[src/rtl/clk_div_multi_if.sv]
// Bus bundle for clk_div_multi: per-channel enables, sync strobe, config write port
// and the divided clock / tick outputs.
interface clk_div_multi_if #(
    parameter int CHANNELS = 4,
    parameter int CNT_W    = 24
);
    localparam int CH_W = (CHANNELS > 1) ? $clog2(CHANNELS) : 1;

    logic [CHANNELS-1:0] en_in;
    logic                sync_in;
    logic                cfg_we;
    logic [CH_W-1:0]     cfg_ch;
    logic [CNT_W-1:0]    cfg_div;
    logic [CNT_W-1:0]    cfg_high;
    logic                cfg_err;
    logic [CHANNELS-1:0] cfg_pend;
    logic [CHANNELS-1:0] clk_out;
    logic [CHANNELS-1:0] tick_out;

    modport master (
        output en_in, sync_in, cfg_we, cfg_ch, cfg_div, cfg_high,
        input  cfg_err, cfg_pend, clk_out, tick_out
    );

    modport slave (
        input  en_in, sync_in, cfg_we, cfg_ch, cfg_div, cfg_high,
        output cfg_err, cfg_pend, clk_out, tick_out
    );
endinterface

[src/rtl/clk_div_multi.sv]
// Multi-channel programmable clock divider: per-channel divisor, high time, enable,
// period-start tick; new settings take effect only at a period boundary.
module clk_div_multi #(
    parameter int CHANNELS = 4,
    parameter int CNT_W    = 24,
    parameter int DEF_DIV  = 12,
    parameter int DEF_HIGH = 6
) (
    input  logic            clk_in,
    input  logic            rst_in,
    clk_div_multi_if.slave  bus
);
    localparam int                CH_W     = (CHANNELS > 1) ? $clog2(CHANNELS) : 1;
    localparam logic [CH_W:0]     CH_LIMIT = (CH_W + 1)'(CHANNELS);
    localparam logic [CNT_W-1:0]  ONE      = CNT_W'(1);
    localparam logic [CNT_W-1:0]  MIN_DIV  = CNT_W'(2);

    typedef enum logic {
        ST_IDLE,
        ST_RUN
    } state_e;

    logic [CH_W:0]       ch_ext;
    logic                cfg_bad;
    logic                cfg_ok;
    logic                cfg_err_q;
    logic [CHANNELS-1:0] pend_vec;
    logic [CHANNELS-1:0] clk_vec;
    logic [CHANNELS-1:0] tick_vec;

    // Channel index is widened by one bit so out-of-range targets can be detected.
    assign ch_ext  = {1'b0, bus.cfg_ch};
    assign cfg_bad = bus.cfg_we && ((bus.cfg_div < MIN_DIV) || (ch_ext >= CH_LIMIT));
    assign cfg_ok  = bus.cfg_we && !cfg_bad;

    // NOTE: sequential state uses non-blocking assignments so every flop samples
    // the pre-edge values of its neighbours, independent of statement order.
    always_ff @(posedge clk_in or posedge rst_in) begin
        if (rst_in) begin
            cfg_err_q <= 1'b0;
        end else begin
            cfg_err_q <= cfg_bad;
        end
    end

    for (genvar g = 0; g < CHANNELS; g++) begin : g_ch
        localparam logic [CH_W-1:0] CH_IDX = CH_W'(g);

        state_e           state_q, state_d;
        logic [CNT_W-1:0] div_q, div_d;
        logic [CNT_W-1:0] high_q, high_d;
        logic [CNT_W-1:0] div_p_q, div_p_d;
        logic [CNT_W-1:0] high_p_q, high_p_d;
        logic [CNT_W-1:0] cnt_q, cnt_d;
        logic             pend_q, pend_d;
        logic             clk_q, clk_d;
        logic             tick_q, tick_d;
        logic             wr_hit;
        logic             apply;

        assign wr_hit = cfg_ok && (bus.cfg_ch == CH_IDX);

        // NOTE: every signal driven here gets a default first, so no path through
        // the block can leave one unassigned and infer a latch.
        always_comb begin
            state_d  = state_q;
            cnt_d    = cnt_q;
            div_d    = div_q;
            high_d   = high_q;
            div_p_d  = wr_hit ? bus.cfg_div  : div_p_q;
            high_p_d = wr_hit ? bus.cfg_high : high_p_q;
            pend_d   = pend_q | wr_hit;
            apply    = 1'b0;

            // Priority: disable > start > sync > wrap; each is a period boundary.
            if (!bus.en_in[g]) begin
                state_d = ST_IDLE;
                cnt_d   = '0;
                apply   = 1'b1;
            end else if (state_q == ST_IDLE) begin
                state_d = ST_RUN;
                cnt_d   = '0;
                apply   = 1'b1;
            end else if (bus.sync_in) begin
                cnt_d = '0;
                apply = 1'b1;
            end else if (cnt_q == (div_q - ONE)) begin
                cnt_d = '0;
                apply = 1'b1;
            end else begin
                cnt_d = cnt_q + ONE;
            end

            // A write landing on a boundary cycle is folded in at that boundary.
            if (apply && pend_d) begin
                div_d  = div_p_d;
                high_d = high_p_d;
                pend_d = 1'b0;
            end

            clk_d  = (state_d == ST_RUN) && (cnt_d < high_d);
            tick_d = (state_d == ST_RUN) && (cnt_d == '0);
        end

        // NOTE: all channel state, including the config registers, is reset so the
        // defaults are known without an explicit write after power-up.
        always_ff @(posedge clk_in or posedge rst_in) begin
            if (rst_in) begin
                state_q  <= ST_IDLE;
                div_q    <= CNT_W'(DEF_DIV);
                high_q   <= CNT_W'(DEF_HIGH);
                div_p_q  <= CNT_W'(DEF_DIV);
                high_p_q <= CNT_W'(DEF_HIGH);
                cnt_q    <= '0;
                pend_q   <= 1'b0;
                clk_q    <= 1'b0;
                tick_q   <= 1'b0;
            end else begin
                state_q  <= state_d;
                div_q    <= div_d;
                high_q   <= high_d;
                div_p_q  <= div_p_d;
                high_p_q <= high_p_d;
                cnt_q    <= cnt_d;
                pend_q   <= pend_d;
                clk_q    <= clk_d;
                tick_q   <= tick_d;
            end
        end

        assign pend_vec[g] = pend_q;
        assign clk_vec[g]  = clk_q;
        assign tick_vec[g] = tick_q;
    end

    assign bus.cfg_err  = cfg_err_q;
    assign bus.cfg_pend = pend_vec;
    assign bus.clk_out  = clk_vec;
    assign bus.tick_out = tick_vec;
endmodule

[src/flat_wrapper.sv]
// flat-port wrapper written by rule: the top's interface ports become plain ports
module clk_div_multi_flat 
#(
    parameter int CHANNELS = 4,
    parameter int CNT_W    = 24,
    parameter int DEF_DIV  = 12,
    parameter int DEF_HIGH = 6
)
  (clk_in, rst_in, bus_en_in, bus_sync_in, bus_cfg_we, bus_cfg_ch, bus_cfg_div, bus_cfg_high, bus_cfg_err, bus_cfg_pend, bus_clk_out, bus_tick_out);
  clk_div_multi_if #(.CHANNELS(CHANNELS), .CNT_W(CNT_W)) bus_i ();
  input  logic clk_in;
  input  logic rst_in;
  input wire logic [$bits(bus_i.en_in)-1:0] bus_en_in;
  input wire logic [$bits(bus_i.sync_in)-1:0] bus_sync_in;
  input wire logic [$bits(bus_i.cfg_we)-1:0] bus_cfg_we;
  input wire logic [$bits(bus_i.cfg_ch)-1:0] bus_cfg_ch;
  input wire logic [$bits(bus_i.cfg_div)-1:0] bus_cfg_div;
  input wire logic [$bits(bus_i.cfg_high)-1:0] bus_cfg_high;
  output wire logic [$bits(bus_i.cfg_err)-1:0] bus_cfg_err;
  output wire logic [$bits(bus_i.cfg_pend)-1:0] bus_cfg_pend;
  output wire logic [$bits(bus_i.clk_out)-1:0] bus_clk_out;
  output wire logic [$bits(bus_i.tick_out)-1:0] bus_tick_out;
  assign bus_i.en_in = bus_en_in;
  assign bus_i.sync_in = bus_sync_in;
  assign bus_i.cfg_we = bus_cfg_we;
  assign bus_i.cfg_ch = bus_cfg_ch;
  assign bus_i.cfg_div = bus_cfg_div;
  assign bus_i.cfg_high = bus_cfg_high;
  assign bus_cfg_err = bus_i.cfg_err;
  assign bus_cfg_pend = bus_i.cfg_pend;
  assign bus_clk_out = bus_i.clk_out;
  assign bus_tick_out = bus_i.tick_out;
  clk_div_multi #(.CHANNELS(CHANNELS), .CNT_W(CNT_W), .DEF_DIV(DEF_DIV), .DEF_HIGH(DEF_HIGH)) u_core (.clk_in(clk_in), .rst_in(rst_in), .bus(bus_i));
endmodule
[config.mk]
export PLATFORM = sky130hd
export DESIGN_NAME = clk_div_multi_flat
export DESIGN_NICKNAME = d
export VERILOG_FILES = /design/src/rtl/clk_div_multi_if.sv /design/src/rtl/clk_div_multi.sv /design/src/flat_wrapper.sv
export SDC_FILE = /design/constraint.sdc
export NUM_CORES = 1
export LEC_CHECK = 0
export ABC_AREA = 0
export ABC_CLOCK_PERIOD_IN_PS = 44600
export CORE_ASPECT_RATIO = 1.1
export CORE_MARGIN = 2
export CORE_UTILIZATION = 25
export CTS_CLUSTER_DIAMETER = 60
export DETAILED_ROUTE_END_ITERATION = 16
export GPL_ROUTABILITY_DRIVEN = 1
export HOLD_SLACK_MARGIN = 0.02
export PLACE_DENSITY_LB_ADDON = 0.08
export SLEW_MARGIN = 30
export SYNTH_ARGS = -nofsm -noshare
export SYNTH_HDL_FRONTEND = slang
export SYNTH_SLANG_ARGS = --single-unit
[constraint.sdc]
create_clock -name clk_in -period 44.6 [get_ports clk_in]
set_clock_uncertainty 0.05 [all_clocks]
set_input_delay 4.46 -clock clk_in [delete_from_list [all_inputs] [get_ports clk_in]]
set_output_delay 4.46 -clock clk_in [all_outputs]
set_load 0.02 [all_outputs]
==> impl_metrics.ini <==
[run_status]
outcome = finished clean

[sta]
finalSetupViolCount = 0
period_minus_slack_ns = 9.54
finalCritPeriodShare_pct = 21.4
max_freq_mhz = 105
slew_headroom_pct = 37.8
whs_ns = 0.423
maxSlewViolCount = 0
hold_violations = 0
tightest_slew_ns = 0.924
rsz0062_at_grt = false
final.setup.tns_ns = 0

[clocking]
hold_buffers = 0
postCtsSetupRepairBufs = 0
clk_pin_slew_ns = 0.06
clkLatencyLatePin_ns = 0.62
cts_buffers = 69
cts_root_buffer = clkbuf_16
clock_path_buffers = 3
cts_sinks = 497
htreeDepth = 3
cts_tree = built
cts.repair.resized = 0

[placed_design]
portBuffers = 70
placed_cell_area_mm2 = 0.0287
dp_hpwl_um = 63400
place_congestion = 0.811

[die]
dieArea_mm2 = 0.109
rows = 125
initial_core_util_pct = 25.3
ioPinCount = 71
coreArea_mm2 = 0.106
fp.dieH_um = 347
die-width_um = 316

[worst_setup_path]
worst_path_dominant_cell_family = compound AO/OA/AOI/OAI gates
max_stage_delay_ns = 0.57
required_ns = 45.11
regToRegStartpoint = u_core.g_ch[0].div_q[0]$_DFFE_PP0N_
rrSetupSlack_ns = 38.05
crit_arrival_ns = 10.04
start_kind = input port
cp_slowest_cell = nor4_1
crit_buf_inv = 2
crit_type = input port to register
path_cells = clkdlybuf4s50_1 -> nor4_1 -> nand4_1 -> o21ai_0 -> or3b_4 -> nor2b_1 -> a21oi_4 -> buf_6 -> nor2_1 -> a21o_1 -> ha_1 -> a21o_1 -> a21oi_1 -> nor2b_1 -> o21ai_0 -> a211oi_1 -> a2111oi_0 -> o221ai_1 -> a311oi_1 -> a211o_1
r2r-end = u_core.g_ch[0].clk_q$_DFF_PP0_
end_kind = register
worst-path-max-fanout = 100
reg2reg_depth = 23

[cells_and_area]
layout_common_cells = 465 x dfrtp_1, 237 x nor2_1, 228 x nand2_1
drive_above_1_share_pct = 13.8
multiInputGateArea_mm2 = 0.0132
regArea_mm2 = 0.0125
fin_area_mm2 = 0.0311
final_common_cell = dfrtp_1
syn_to_final_growth_pct = 16.5
fillers = 11085
nets = 2767

[min_path]
whs_endpoint = u_core.g_ch[0].div_p_q[16]$_DFF_PP0_
whs_path_depth = 2
hp-start = u_core.g_ch[0].div_p_q[16]$_DFF_PP0_
hold_path_class = register to register

[drt]
drtPass1Iterations = 5
route.detailed.drc = 0
wl_per_cell_um = 21.8
num_vias = 19372
drtAntennaViolNets = 0
drt-total-wl_um = 88600
drt-initial-drc-count = 1055
detail_route.vias_per_cell = 4.77

[power_and_ir_drop]
irDropWorstVdd_uv = 20.2
power.density_mw_per_mm2 = 48.3
p_leak_uw = 0.0138

[grt]
grt_pass1_wl_um = 132000
grt_usage_pct = 16.2
antenna_found_initial = 14
grt_max_degree = 153
grt-ovfl-total = 0
grt_pass1_vias = 19525

[yosys]
ys_ff_latch = 497
synth.distinct_cells = 84
ys.flop_type = dfrtp_1
yosysTopAreaCellShare_pct = 43.6
seq_area_frac_synth_pct = 46.7
synth_fp_nets = 2762
synthCells = 2604
yosysWarnings = 0
synth_area_mm2 = 0.0267
synth_top_area_cell = dfrtp_1
async_reset_ff_share_pct = 100
avgSynthCellArea_um2 = 10.3
synth.area.top_cells = dfrtp_1 44%, mux2_2 6.8%, ha_1 4.7%, xnor2_1 3.7%, mux2i_1 3.7%
synth_edf_count = 0

[flow_run]
maxCapViolations = 0
-- per-layer routing --
metal / vias up / track usage (%) / wire length, um
li1: 9206 / - / -
met1: 9778 / 21.4 / 40600
met2: 287 / 27.4 / 43200
met3: 101 / 2.02 / 2510
met4: 0 / 5.21 / 2270
met5: - / 0 / 0
-- how the worst max path moves through the flow --
stage	startpoint	end	slack (ns)	cells after the start
floorplan	rst_in	u_core.bus.cfg_err$_DFF_PP0_	26.27	1
global placement	bus_cfg_div[5]	u_core.g_ch[1].clk_q$_DFF_PP0_	34.26	20
detailed placement	bus_cfg_div[7]	u_core.g_ch[1].clk_q$_DFF_PP0_	34.21	20
CTS	bus_cfg_div[7]	u_core.g_ch[1].clk_q$_DFF_PP0_	34.86	20
global route	bus_cfg_div[7]	u_core.g_ch[1].clk_q$_DFF_PP0_	34.61	20
finish	bus_cfg_div[7]	u_core.g_ch[1].clk_q$_DFF_PP0_	35.06	20
-- tightest hold or removal path: cells and delay by family (launching register included) --
kind / cells / cell delay [ns]
AND/OR/NAND/NOR: 2 / 0.11
flip-flops: 1 / 0.32
-- sequential cells by signal, indices dropped and copies added, names as in the netlist --
name / cells
u_core.g_ch.high_p_q: 96
u_core.g_ch.pend_q: 4
u_core.g_ch.tick_q: 4
u_core.g_ch.high_q: 96
u_core.g_ch.state_q: 4
u_core.bus.cfg_err: 1
u_core.g_ch.div_q: 96
u_core.g_ch.div_p_q: 96
u_core.g_ch.clk_q: 4
u_core.g_ch.cnt_q: 96
-- synth_stat cells (all sizes together) (8+ instances only) --
master	instances
mux2i	98
dfstp	32
nand3b	13
nor2	238
inv	109
or4	13
clkbuf	99
a21oi	93
nor3b	11
xnor2	113
o2111ai	12
xor2	89
o211ai	11
o31ai	13
a211o	8
and4	10
a21o	75
nand3	67
a31oi	15
a211oi	17
nand4	54
ha	100
nor4	44
nand2b	12
buf	58
dfrtp	465
and3	32
a2111oi	8
or3	21
o21ai	62
nor2b	16
nand2	229
o21a	12
mux2	207
nor3	60
-- per-stage QoR --
step                      power [uW]  setup slack [ns]  util [%]  std cells
after floorplan                  825             26.27         -       2604
after global placement           924             34.26      27.1       3934
after detailed placement         932             34.21      27.1       3934
after CTS                       1530             34.86      29.4       4061
after global routing            1590             34.61      29.4       4062
final                           1500             35.06      29.4       4065
-- cell families (layout without fill, tap and decap cells) --
kind of cell | count (synthesis) | after routing | synth area share, %
AND/OR/NAND/NOR | 845 | 845 | 15.4
flip-flops | 497 | 497 | 46.7
AO/OA/AOI/OAI | 389 | 389 | 9.90
multiplexers | 305 | 305 | 12.4
buffers and inverters | 266 | 327 | 4.24
XOR/XNOR | 202 | 202 | 6.62
adder cells (fa/ha/maj) | 100 | 100 | 4.68
other | 0 | 3 | 0
-- where the power goes --
| part | total, uW | switching [uW] | internal [uW] |
|---|---|---|---|
| combinational | 306 | 172 | 134 |
| sequential | 614 | 70.8 | 543 |
| clock | 584 | 225 | 359 |
-- final cells by class --
cell class,instances,share of cell area [%]
Antenna cell,3,0.0241
Clock buffer,92,6.31
Clock inverter,35,1.42
Inverter,109,1.34
Multi-Input combinational cell,1841,42.3
Sequential cell,497,40.1
Tap cell,1397,5.62
Timing Repair Buffer,91,2.87
No activity file was read; power rests on OpenSTA's default activity.
